File: config.mk
export PLATFORM = sky130hd
export DESIGN_NAME = mod_counter
export DESIGN_NICKNAME = d
export VERILOG_FILES = /design/src/rtl/mod_counter.sv
export SDC_FILE = /design/constraint.sdc
export NUM_CORES = 1
export LEC_CHECK = 0
export ABC_CLOCK_PERIOD_IN_PS = 14100
export CORE_ASPECT_RATIO = 0.5
export CORE_UTILIZATION = 55
export CTS_CLUSTER_DIAMETER = 50
export DETAILED_ROUTE_END_ITERATION = 16
export DONT_BUFFER_PORTS = 1
export PLACE_DENSITY = 0.7
export SLEW_MARGIN = 25
export SYNTH_ARGS = -nofsm -noshare
export SYNTH_HDL_FRONTEND = slang
export SYNTH_SLANG_ARGS = --single-unit
export TNS_END_PERCENT = 30
File: constraint.sdc
create_clock -name clk -period 14.1 [get_ports clk]
set_input_delay 4.23 -clock clk [delete_from_list [all_inputs] [get_ports clk]]
set_output_delay 4.23 -clock clk [all_outputs]
set_load 0.005 [all_outputs]
File: src/rtl/mod_counter.sv
// Up/down counter with programmable modulus, variable step, and wrap or saturate arithmetic.
// Latency: 1 cycle to count/wrap/flags. at_max/at_min are combinational. No backpressure; every input is sampled on every edge.
module mod_counter #(
  parameter int WIDTH    = 8,
  parameter int STEP_W   = 4,
  parameter bit SATURATE = 1'b0
) (
  input  logic              clk,
  input  logic              reset,
  input  logic              en,
  input  logic              load,
  input  logic              up_down,
  input  logic [STEP_W-1:0] step,
  input  logic [WIDTH-1:0]  limit,
  input  logic [WIDTH-1:0]  data,
  input  logic              clr_flags,
  output logic [WIDTH-1:0]  count,
  output logic              at_max,
  output logic              at_min,
  output logic              wrap,
  output logic              ovf,
  output logic              udf
);

  logic [WIDTH-1:0] count_q, count_d;
  logic             wrap_q, wrap_d;
  logic             ovf_q, ovf_d;
  logic             udf_q, udf_d;
  logic             ovf_set, udf_set;

  // All arithmetic is one bit wider than the count so sums never truncate.
  logic [WIDTH:0] lim_x, cnt_x, step_x, s_x, sum_x, mod_x, res_x;

  assign lim_x  = {1'b0, limit};
  assign cnt_x  = {1'b0, count_q};
  assign step_x = {{(WIDTH + 1 - STEP_W){1'b0}}, step};
  assign s_x    = (step_x > lim_x) ? lim_x : step_x;
  assign sum_x  = cnt_x + s_x;
  assign mod_x  = lim_x + 1'b1;

  always_comb begin
    count_d = count_q;
    wrap_d  = 1'b0;
    ovf_set = 1'b0;
    udf_set = 1'b0;
    res_x   = '0;
    if (load) begin
      count_d = (data > limit) ? limit : data;
    end else if (en) begin
      if (cnt_x > lim_x) begin
        count_d = '0;
        wrap_d  = 1'b1;
      end else if (up_down) begin
        if (sum_x <= lim_x) begin
          count_d = sum_x[WIDTH-1:0];
        end else begin
          wrap_d  = 1'b1;
          ovf_set = 1'b1;
          res_x   = sum_x - mod_x;
          count_d = SATURATE ? limit : res_x[WIDTH-1:0];
        end
      end else begin
        if (cnt_x >= s_x) begin
          res_x   = cnt_x - s_x;
          count_d = res_x[WIDTH-1:0];
        end else begin
          wrap_d  = 1'b1;
          udf_set = 1'b1;
          res_x   = cnt_x + mod_x - s_x;
          count_d = SATURATE ? '0 : res_x[WIDTH-1:0];
        end
      end
    end
    // A set in the same cycle as a clear keeps the flag high.
    ovf_d = ovf_set | (ovf_q & ~clr_flags);
    udf_d = udf_set | (udf_q & ~clr_flags);
  end

  always_ff @(posedge clk) begin
    if (reset) begin
      count_q <= '0;
      wrap_q  <= 1'b0;
      ovf_q   <= 1'b0;
      udf_q   <= 1'b0;
    end else begin
      count_q <= count_d;
      wrap_q  <= wrap_d;
      ovf_q   <= ovf_d;
      udf_q   <= udf_d;
    end
  end

  assign count  = count_q;
  assign wrap   = wrap_q;
  assign ovf    = ovf_q;
  assign udf    = udf_q;
  assign at_max = (count_q == limit);
  assign at_min = (count_q == '0);

endmodule
=== Word level (Yosys, flattened, before mapping) ===
Cells that the tools add are included.

* Magnitude comparators: 5
* Reduce and logical (&&, ||, !) cells: 3
* Add/sub/neg operators: 6
* Muxes and demuxes: 20
* Equal/unequal tests: 1
* Bitwise gates (word level): 6

{| class="wikitable"
|+ Operators by type and width
! operator !! number
|-
| $mux W8 || 8
|-
| $sub A8 B8 Y8 || 3
|-
| $gt A8 B8 Y1 || 2
|-
| $mux W1 || 12
|-
| $add A8 B8 Y9 || 1
|-
| $le A9 B8 Y1 || 1
|-
| $add A8 B1 Y8 const B || 1
|-
| $add A8 B8 Y8 || 1
|-
| $eq A8 B8 Y1 || 1
|-
| $ge A8 B8 Y1 || 1
|-
| $gt A4 B8 Y1 || 1
|-
| $logic_not A8 Y1 || 1
|-
| $reduce_or A3 Y1 || 1
|-
| $and A1 B1 Y1 || 2
|-
| $not A1 Y1 || 2
|-
| $or A1 B1 Y1 || 2
|-
| $reduce_bool A2 Y1 || 1
|}

* Word-level logic and storage cells: 45
* Input port bits: 26
* Bits in registers: 11

=== Logic depth before layout (Yosys ltp) ===
Gate-level depths: netlist (run 1).

* Word-level depth: 10
* Depth in mapped cells: 25

=== Worst setup path after synthesis (run 1) ===
Ideal clock, no wire load.

* Path type: input to output
* From: input limit[4]
* To: output at_max
* Data required time: 9.870 ns
* Data arrival time: 4.845 ns
* Setup slack: 5.025 ns
* Stages: 4
* Path buffers: 0
* Path through: inv_1 -> ha_1 -> nand4_1 -> nor2_1

* Longest elaborated chain between the ends: 1

{| class="wikitable"
|+ RTL lines
! element !! RTL line !! text
|-
| start: declaration || 14 || <nowiki>input logic [WIDTH-1:0] limit,</nowiki>
|-
| $eq A8 B8 Y1 || 97 || <nowiki>assign at_max = (count_q == limit);</nowiki>
|-
| end: declaration || 18 || <nowiki>output logic at_max,</nowiki>
|}

Every way passes these cells.

=== Final worst setup path (run 1) ===
* From: input limit[1]
* To: register count_q[2], in the netlist count[2]

* Longest elaborated chain between the ends: 9
* Elaborated cells between the ends (all ways): 19
* Classes of those cells: 6 x add/sub; 5 x order compare; 8 x mux

{| class="wikitable"
|+ RTL lines
! element !! RTL line !! text
|-
| $gt A4 B8 Y1 || 37 || <nowiki>assign s_x = (step_x > lim_x) ? lim_x : step_x;</nowiki>
|-
| $mux W8 || 37 ||
|-
| $add A8 B8 Y9 || 38 || <nowiki>assign sum_x = cnt_x + s_x;</nowiki>
|-
| $sub A8 B8 Y8 / $le A9 B8 Y1 (equally long branches) || 59, 54 ||
|-
| $mux W8 || 54 || <nowiki>if (sum_x <= lim_x) begin</nowiki>
|-
| $mux W8 || 53 || <nowiki>end else if (up_down) begin</nowiki>
|-
| $mux W8 || 50 || <nowiki>if (cnt_x > lim_x) begin</nowiki>
|-
| $mux W8 || 49 || <nowiki>end else if (en) begin</nowiki>
|-
| $mux W8 (*) || 47 || <nowiki>if (load) begin</nowiki>
|-
| end signal: assignment || 86 || <nowiki>count_q <= count_d;</nowiki>
|-
| end: declaration || 25 || <nowiki>logic [WIDTH-1:0] count_q, count_d;</nowiki>
|}

Every way passes the cells marked *; elsewhere a longest branch is shown, timed or not. The select of a mux whose other input is x is not followed.
A chain may end at the register's enable or synchronous reset.

==> impl_results.md, run 1 <==
- CTS root buf: clkbuf_8
- Leak: between 1 and 1.5 nW
- Via-to-Cell Ratio: 6.343
- All-Layer GR Usage: 32.18%
- Top_reg_cell synth: dfxtp_1
- Pins Over Slew Limit: 0
- Clock skew: 0.002186 ns
- CTS clk-pin slew, worst paths: around 0.050 ns
- Fin worst setup slack: between 4 and 5 ns
- Insertion delay to the later sink of the worst-skew pair: ~0.25 ns
- Syn Inst Count: 390
- PostCTS Resize Cnt: 0
- Detailed-route wire length per cell: 19.89 µm
- DP Worst Slack: about 4.4 ns
- Die height: 54.81 µm
- Internal power: ~0.25 mW
- Count leader, synth: ha_1
- Seq pwr share: roughly 11%
- First-pass GRT wire length: roughly 14000 µm
- Final period util: just under 70%
- Synth cell count leaders: 61 x ha_1, 41 x inv_1, 31 x a21oi_1, 30 x nor2_1, 24 x xnor2_1
- Total die area: 5899 µm²
- Site Rows: 18
- Seq/Total Area, Yosys: under 10%
- FMAX: roughly 100 MHz
- Layout cells sized above 1: between 5 and 6%
- Drt initial violations: around 290
- Core area: around 5000 µm²
- Syn Std Cell Area: a little over 3000 µm²
- Inserted Clock Buffers: 3
- RSZ-0062 raised after global routing: false
- Via count: roughly 2900
- Critical Path RT: around 14 ns
- Cell mode on critical path: ha_1
- Sw Share: 53.40%
- Die width: between 100 and 150 µm
- Fillers: between 400 and 500
- Crit path largest cell delay: slightly below 0.6 ns
- Synthesis Warnings: 0
- Placed Area: around 3100 µm²
- Synth unique cells: slightly below 60
- Initial core utilization: between 50 and 60%
- Max H-tree Level: 1
- Asr flop ratio synth: 0%
- DRC: 0
- Worst Tran Pin Value: 0.9972 ns
- FF+latch count, synth: 11
- Vias in the first global route: between 2000 and 3000
- ANT cells: 0
- HPWL Detailed: about 7600 µm
- Ranking of synthesized cells by area: ha_1 25%, dfxtp_1 7.2%, xnor2_1 6.9%, fa_1 6.5%, a21oi_1 5.1%
- Gate power share: about 80%
- Syn_area_per_cell: between 7 and 8 µm²
- Clock share of power: 6.4%
- CTS Buffer Depth: 2
- Worst hold path type: reg2reg
- Kind of critical path: in2reg
- EDFF count, synth: 0
- Design area: 3162 µm²
- Critical Path Fanout Max: 12
- Post-CTS Setup Bufs: 0
- Peak VDD IR: roughly 0.000093 V
- Cts hold-fix bufs: 0
- Synth top area share: between 20% and 30%
- CTS sink count: 11
- Fin crit period: 9.560 ns
- Crit path launch type: input port
- WP data arrival: 9.70 ns
- Crit. End Element: register
- Total Wirelength: slightly above 9000 µm
- TNS Setup: 0 ns
- Cell Chain, Critical Path: inv_1, ha_1, nor2b_1, o21a_1, o21a_1, o211ai_1, nand2_1, o21ai_0, ha_1, inv_1, fa_1, nor2b_1, nor3_1, o31ai_1, a21oi_1, xor2_1, ha_1, a2111oi_0, nand2_1, a31oi_1, o21ai_1, mux2_2, a21oi_1, o31ai_2
- CTS tree: yes
- Slew Limit Headroom: about a third
- Fin. Hold Viols: 0
- Max cap viols: 0
- Final setup violation count: 0
- Cell accounting for the most synthesized area: ha_1
- Reg area: roughly 220 µm²
- I/O pins: 39
- Area of the multi-input gates: about 2700 µm²
- Outcome: finished, final reports clean
- Util after Layout: around three fifths
- Overall overflow remaining after global route: 0
- Routability cong.: 0.9570
- Synth-to-layout area growth: 3.059%
- CP max-delay cell: a2111oi_0
- P_sw: between 0.2 and 0.3 mW
- Layout Cells excl Fill: 460
- Largest net degree at the start of global routing: 18
- Placed cells: roughly 460
- Layout Nets: 488
- Port Buffers: 0
- Pwr per Cell Area: around 170 nW/µm²
- First-pass detailed-route iteration total: 5
- Routed Antenna Nets: 0
- Initial antenna violation count: 0
==> placed cells by master, fill, tap and decap left out, types with 4 or more instances in the layout <==
cell and n:
mux2_2 6, mux2i_1 9, o21a_1 5, a21oi_1 31
o211ai_1 4, nor2b_1 5, fa_1 10, nand2_1 20
conb_1 11, nor2_1 30, a21o_1 6, inv_1 41
dfxtp_1 11, o21ai_0 15, xor2_1 8, nor3_1 14
xnor2_1 24, o22ai_1 4, ha_1 61, nand2b_1 4
o21bai_1 5, nand3_1 8, nand4_1 8
==> state kept, by name, indices dropped and copies added, names as in the netlist <==
| register | count |
|---|---|
| udf | 1 |
| count | 8 |
| ovf | 1 |
| wrap | 1 |
==> stage by stage <==
step / total power, mW / hold WS, ns
finish: 0.5287 / 0.4788
global route: 0.5660 / 0.5148
CTS: 0.5152 / 0.4815
detailed placement: 0.4799 / 0.4735
global placement: 0.4645 / 0.4682
floorplan: 0.3900 / 0.4614
==> cells by family after synthesis <==
logic type,share of synthesized area [%]
AOI/OAI and AO/OA,23.08
muxes,5.139
xor gates and xnor gates,9.135
and+or+nand+nor,16.44
buffers and inverters,7.381
other,0.2448
DFF,7.178
adders and majority gates,31.40
==> power by group through the flow <==
| stage | registers (mW) | clock network (mW) | logic [mW] |
|---|---|---|---|
| after floorplan | 0.0502 | 0 | 0.340 |
| after global placement | 0.0602 | 0 | 0.404 |
| after detailed placement | 0.0605 | 0 | 0.419 |
| after CTS | 0.0598 | 0.0337 | 0.422 |
| after global routing | 0.0616 | 0.0348 | 0.470 |
| final | 0.0603 | 0.0340 | 0.434 |
==> path summary, 6_finish.rpt <==
kind | start | endpoint | slack (ns) | depth (start not counted)
max | limit[1] | count[2] | 4.54 | 24
min | ovf | ovf | 0.48 | 2
max reg2reg | count[0] | count[2] | 9.69 | 16
min reg2reg | ovf | ovf | 0.48 | 2
==> worst max-delay path, delay by kind of cell <==
family          cells  cell delay, ns
xor+xnor            1            0.29
fa+ha+maj           4            1.33
mux                 1            0.40
simple gates        5            0.57
compound gates     11            2.68
buf+inv             2            0.19
==> cell type report <==
cell class	count	share of cell area [%]
sequential	11	6.965
multi-input combinational	334	83.97
tap	70	2.770
inverter	41	4.867
clock buffer	4	1.425
==> per-layer routing <==
layer  share of wire, %  wire length [µm]  global-route usage, %  vias up
met5                  0                 0                      0        -
met4                1.5               140                  11.87        0
met3                 11              1030                  6.667       19
met2                 41              3752                  50.64      173
met1                 46              4226                  43.88     1332
li1                   -                 -                      -     1394
No activity file was read; power rests on OpenSTA's default activity.
==> inputs of run 2 (changes only) <==
--- a/config.mk
+++ b/config.mk
@@ -5,13 +5,13 @@
 export SDC_FILE = /design/constraint.sdc
 export NUM_CORES = 1
 export LEC_CHECK = 0
-export ABC_CLOCK_PERIOD_IN_PS = 14100
+export ABC_CLOCK_PERIOD_IN_PS = 8000
 export CORE_ASPECT_RATIO = 0.5
 export CORE_UTILIZATION = 55
 export CTS_CLUSTER_DIAMETER = 50
 export DETAILED_ROUTE_END_ITERATION = 16
 export DONT_BUFFER_PORTS = 1
-export PLACE_DENSITY = 0.7
+export PLACE_DENSITY = 0.73
 export SLEW_MARGIN = 25
 export SYNTH_ARGS = -nofsm -noshare
 export SYNTH_HDL_FRONTEND = slang
==> constraint.sdc (replaced) <==
create_clock -name clk -period 8 [get_ports clk]
set_input_delay 2.4 -clock clk [delete_from_list [all_inputs] [get_ports clk]]
set_output_delay 2.4 -clock clk [all_outputs]
set_load 0.005 [all_outputs]
==> run 2 against run 1 <==
Net effect: sequential cell count did not move; register-to-register slack got worse by 6.1 ns; clock skew barely moved; cell count did not move; final area did not move; via count rose by 1.8%; total power rose by 77%; non-clock buffer count did not move; utilization did not move; highest routed layer unchanged.
==> impl_results.md, run 2 (synthesized netlist as in run 1, its figures left out) <==
- Outcome: finished, final reports clean
- FMAX: 130.9 MHz
- Slew Limit Headroom: between 30% and 40%
- Most common cell after layout, fill and taps aside: ha_1
- Leak: around 1.5 nW
- WP data arrival: about 7.8 ns
- Peak VDD IR: between 0.0001 and 0.00015 V
- Critical Path Fanout Max: 12
- Via-to-Cell Ratio: around 6.5
- Most frequent cells in the layout: 61 x ha_1, 41 x inv_1, 31 x a21oi_1, 30 x nor2_1, 24 x xnor2_1
- HPWL Detailed: 7671 µm
- RSZ-0062 raised after global routing: false
- CTS sink count: 11
- CTS root buf: clkbuf_8
- Routability cong.: 0.9607
- Max H-tree Level: 1
- Worst Tran Pin Value: roughly 1 ns
- I/O pins: 39
- DP Worst Slack: ~0.26 ns
- Insertion delay to the later sink of the worst-skew pair: approximately 0.24 ns
- Met2 wire len: between 3000 and 4000 µm
- Max Used Layer: met4
- Cts hold-fix bufs: 0
- Core area: just over 5000 µm²
- R2R Path Start: count[1]
- Post-CTS Setup Bufs: 0
- Worst hold path type: reg2reg
- WL met1: between 4000 and 5000 µm
- Final period util: 95.47%
- CTS Buffer Depth: 2
- Total die area: between 5000 and 6000 µm²
- R2R setup slack: around 3.6 ns
- Initial core utilization: 59.75%
- Max reg flops: 8
- Inserted Clock Buffers: 3
- Detailed-route wire length per cell: approximately 20 µm
- Largest net degree at the start of global routing: 18
- Layout cells sized above 1: between 5 and 6%
- Pwr per Cell Area: between 200 and 300 nW/µm²
- Critical Path RT: just over 8 ns
- Crit path launch: limit[1]
- Total power: a little over 0.9 mW
- Final setup violation count: 0
- Crit path launch type: input port
- Placed Area: 3117 µm²
- Via count: between 2000 and 3000
- Fin. Hold Viols: 0
- Die width: 107.6 µm
- Min-Delay Startpoint: ovf
- First-pass GRT wire length: around 14000 µm
- Layout Cells excl Fill: between 400 and 500
- Met3 WL: roughly 1200 µm
- Layout Nets: 488
- ANT cells: 0
- Kind of critical path: in2reg
- Initial antenna violation count: 0
- Site Rows: 18
- Util after Layout: approximately three fifths
- DRC: 0
- First-pass detailed-route iteration total: 5
- Hold Slack: 0.4846 ns
- Overall overflow remaining after global route: 0
- All-Layer GR Usage: between 30% and 40%
- Total Wirelength: 9119 µm
- Placed cells: roughly 460
- CTS clk-pin slew, worst paths: 0.05 ns
- Fin worst setup slack: around 0.36 ns
- Die height: between 50 and 60 µm
- Fin crit period: about 7.6 ns
- CTS tree: yes
- Synth-to-layout area growth: 3.059%
- Routed Antenna Nets: 0
- Pins Over Slew Limit: 0
- Max cap viols: 0
- Drt initial violations: 300
- Port Buffers: 0
- Crit. End Element: register
- Clock skew: approximately 0.0018 ns
- Design area: 3162 µm²
- Vias in the first global route: roughly 2800
- PostCTS Resize Cnt: 0
- TNS Setup: 0 ns
[run 2: cell counts in the layout (fill, tap and decap cells not counted)]
No cell type changed its count.
[run 2: power breakdown]
group	internal, mW	switching, mW	total, mW
Clock	0.0352	0.0228	0.0580
Combinational	0.331	0.440	0.770
Sequential	0.0678	0.0377	0.105
Total	0.433	0.500	0.934
[run 2: routing by layer]
layer | GRT usage (%) | vias up
li1 | - | 1387
met1 | 45.67 | 1384
met2 | 51.82 | 185
met3 | 8.095 | 15
met4 | 6.849 | 0
met5 | 0 | -
[run 2: cell type report]
| class | count | area [µm²] |
|---|---|---|
| tap | 70 | 87.58 |
| clock buffer | 4 | 45.04 |
| sequential | 11 | 220.2 |
| multi-input combinational | 334 | 2655 |
| inverter | 41 | 153.9 |
| fill | 465 | 1973 |
[run 2: critical path, stage by stage]
cell and delay (ns):
inv_1 0.14, ha_1 0.27, nor2b_1 0.13, o21a_1 0.16
o21a_1 0.16, o211ai_1 0.39, nand2_1 0.09, o21ai_0 0.28
ha_1 0.32, inv_1 0.07, fa_1 0.41, nor2b_1 0.17
nor3_1 0.08, o31ai_1 0.23, a21oi_1 0.11, xor2_1 0.19
ha_1 0.35, o21a_1 0.14, o21a_1 0.12, o22ai_1 0.08
o21ai_1 0.76, mux2_2 0.41, a21oi_1 0.20, o31ai_2 0.09
[run 2: path summary, 6_finish.rpt]
check,end,cells past startpoint
worst max register to register,count[2],15
worst min register to register,ovf,2
worst max-delay path,count[2],24
worst min-delay path,ovf,2
==> inputs of run 3 (changes only) <==
--- a/config.mk
+++ b/config.mk
@@ -5,13 +5,13 @@
 export SDC_FILE = /design/constraint.sdc
 export NUM_CORES = 1
 export LEC_CHECK = 0
-export ABC_CLOCK_PERIOD_IN_PS = 8000
+export ABC_CLOCK_PERIOD_IN_PS = 7800
 export CORE_ASPECT_RATIO = 0.5
 export CORE_UTILIZATION = 55
 export CTS_CLUSTER_DIAMETER = 50
 export DETAILED_ROUTE_END_ITERATION = 16
 export DONT_BUFFER_PORTS = 1
-export PLACE_DENSITY = 0.73
+export PLACE_DENSITY = 0.7
 export SLEW_MARGIN = 25
 export SYNTH_ARGS = -nofsm -noshare
 export SYNTH_HDL_FRONTEND = slang
==> constraint.sdc (replaced) <==
create_clock -name clk -period 7.8 [get_ports clk]
set_input_delay 2.34 -clock clk [delete_from_list [all_inputs] [get_ports clk]]
set_output_delay 2.34 -clock clk [all_outputs]
set_load 0.005 [all_outputs]
==> run 3 against run 2 <==
Net effect: combinational power rose by 1%; sequential cell count did not move; final area rose by 0.48%; critical path depth did not move; clock-buffer cell count did not move; critical path type unchanged; utilization rose by 0.29 points; non-clock buffer count rose by 2; largest cell class unchanged; global-route usage fell by 1.5 points; routed wire length fell by 0.44%; clock skew rose by 0.0024 ns.
==> impl_results.md, run 3 (synthesized netlist as in run 1, its figures left out) <==
- Outcome: finished, final reports clean
- Final setup violation count: 0
- Sw Share: 52.93%
- Hold Slack: around 0.48 ns
- CTS sink count: 11
- TNS Setup: 0 ns
- Cts hold-fix bufs: 0
- Gate power share: 82.1%
- WP data arrival: approximately 7.5 ns
- HPWL Detailed: between 7000 and 8000 µm
- CTS root buf: clkbuf_8
- Port Buffers: 0
- Clock share of power: roughly 6.5%
- Internal power: about 0.45 mW
- I/O pins: 39
- Fin worst setup slack: about 0.41 ns
- Routability cong.: ~0.96
- Vias in the first global route: roughly 2800
- Critical Path RT: between 7 and 8 ns
- Seq pwr share: about 11%
- All-Layer GR Usage: around a third
- Crit path launch type: input port
- Leak: between 1 and 1.5 nW
- Pins Over Slew Limit: 0
- Pwr per Cell Area: around 300 nW/µm²
- Total power: roughly 0.95 mW
- Via-to-Cell Ratio: 6.513
- Critical Path Fanout Max: 12
- Initial core utilization: 59.75%
- Peak VDD IR: just over 0.0002 V
- Fin crit period: ~7.4 ns
- Drt initial violations: between 200 and 250
- Fillers: ~470
- Most frequent cells in the layout: 61 x ha_1, 41 x inv_1, 31 x a21oi_1, 30 x nor2_1, 24 x xnor2_1
- First-pass detailed-route iteration total: 5
- DRC: 0
- Crit. End Element: register
- Routed Antenna Nets: 0
- Die width: ~110 µm
- CTS clk-pin slew, worst paths: around 0.06 ns
- Placed cells: between 400 and 500
- Max cap viols: 0
- Clock skew: between 0.004 and 0.005 ns
- Slew Limit Headroom: a little over a third
- Area of the multi-input gates: ~2700 µm²
- Util after Layout: roughly three fifths
- Total Wirelength: between 9000 and 10000 µm
- Kind of critical path: in2reg
- Max H-tree Level: 1
- Placed Area: approximately 3100 µm²
- Most common cell after layout, fill and taps aside: ha_1
- CTS Buffer Depth: 2
- DP Worst Slack: between 0.1 and 0.15 ns
- Worst Tran Pin Value: between 0.9 and 1 ns
- RSZ-0062 raised after global routing: false
- Die height: between 50 and 60 µm
- Layout cells sized above 1: 5.867%
- ANT cells: 0
- Insertion delay to the later sink of the worst-skew pair: around 0.25 ns
- Max reg flops: 8
- Total die area: 5899 µm²
- Synth-to-layout area growth: 3.548%
- Design area: approximately 3200 µm²
- Fin. Hold Viols: 0
- Layout Cells excl Fill: roughly 460
- Layout Nets: just under 500
- Inserted Clock Buffers: 3
- FMAX: approximately 140 MHz
- Overall overflow remaining after global route: 0
- Final period util: a little over nine tenths
- Core area: 5135 µm²
- P_sw: roughly 0.5 mW
- Worst hold path type: reg2reg
- Site Rows: 18
- Reg area: ~220 µm²
- Via count: 3009
- Detailed-route wire length per cell: about 20 µm
- CTS tree: yes
- Initial antenna violation count: 0
- First-pass GRT wire length: between 10000 and 15000 µm
- Largest net degree at the start of global routing: 18
run 3: timing repair:
| action | CTS | global route |
|---|---|---|
| buffers inserted | 0 | 1 |
| endpoints found under the setup margin | 0 | 8 |
| gates resized for setup | 0 | 2 |
run 3: per-layer routing:
metal,global-route usage (%),part of all wire [%],vias up
li1,-,-,1398
met5,0,0,-
met3,6.905,12,19
met2,50.53,41,167
met4,7.306,1.5,0
met1,43.06,46,1425
run 3: worst max-delay path, cell delays in order:
cell	delay (ns)
inv_1	0.16
ha_1	0.28
nor2b_1	0.13
o21a_1	0.16
o21a_1	0.17
o211ai_1	0.31
nand2_1	0.11
o21ai_1	0.25
ha_1	0.29
inv_1	0.07
fa_1	0.39
nor2b_1	0.16
nor3_1	0.08
o31ai_1	0.22
a21oi_1	0.11
xor2_1	0.26
ha_1	0.32
a2111oi_0	0.42
nand2_1	0.08
a31oi_1	0.19
o21ai_1	0.35
mux2_2	0.40
mux2i_1	0.15
o22ai_1	0.10
run 3: power groups by stage:
stage	clock, mW	combinational, mW	sequential [mW]
floorplan	0	0.614	0.0908
global placement	0	0.734	0.109
detailed placement	0	0.756	0.108
CTS	0.0599	0.760	0.107
global route	0.0628	0.848	0.110
finish	0.0615	0.779	0.109
run 3: area by class of cell:
cell class,instances,area share [%]
repair buffers,2,0.4726
flip-flops and latches,11,6.932
multi-input cells,334,83.58
clock buffers,4,1.418
well taps,70,2.757
inverters,41,4.844
run 3: worst paths after layout:
check | slack, ns | endpoint | start | cells past startpoint
worst max-delay path | 0.41 | count[5] | limit[1] | 24
worst min register to register | 0.48 | ovf | ovf | 2
worst max register to register | 3.56 | count[5] | count[1] | 15
worst min-delay path | 0.48 | ovf | ovf | 2
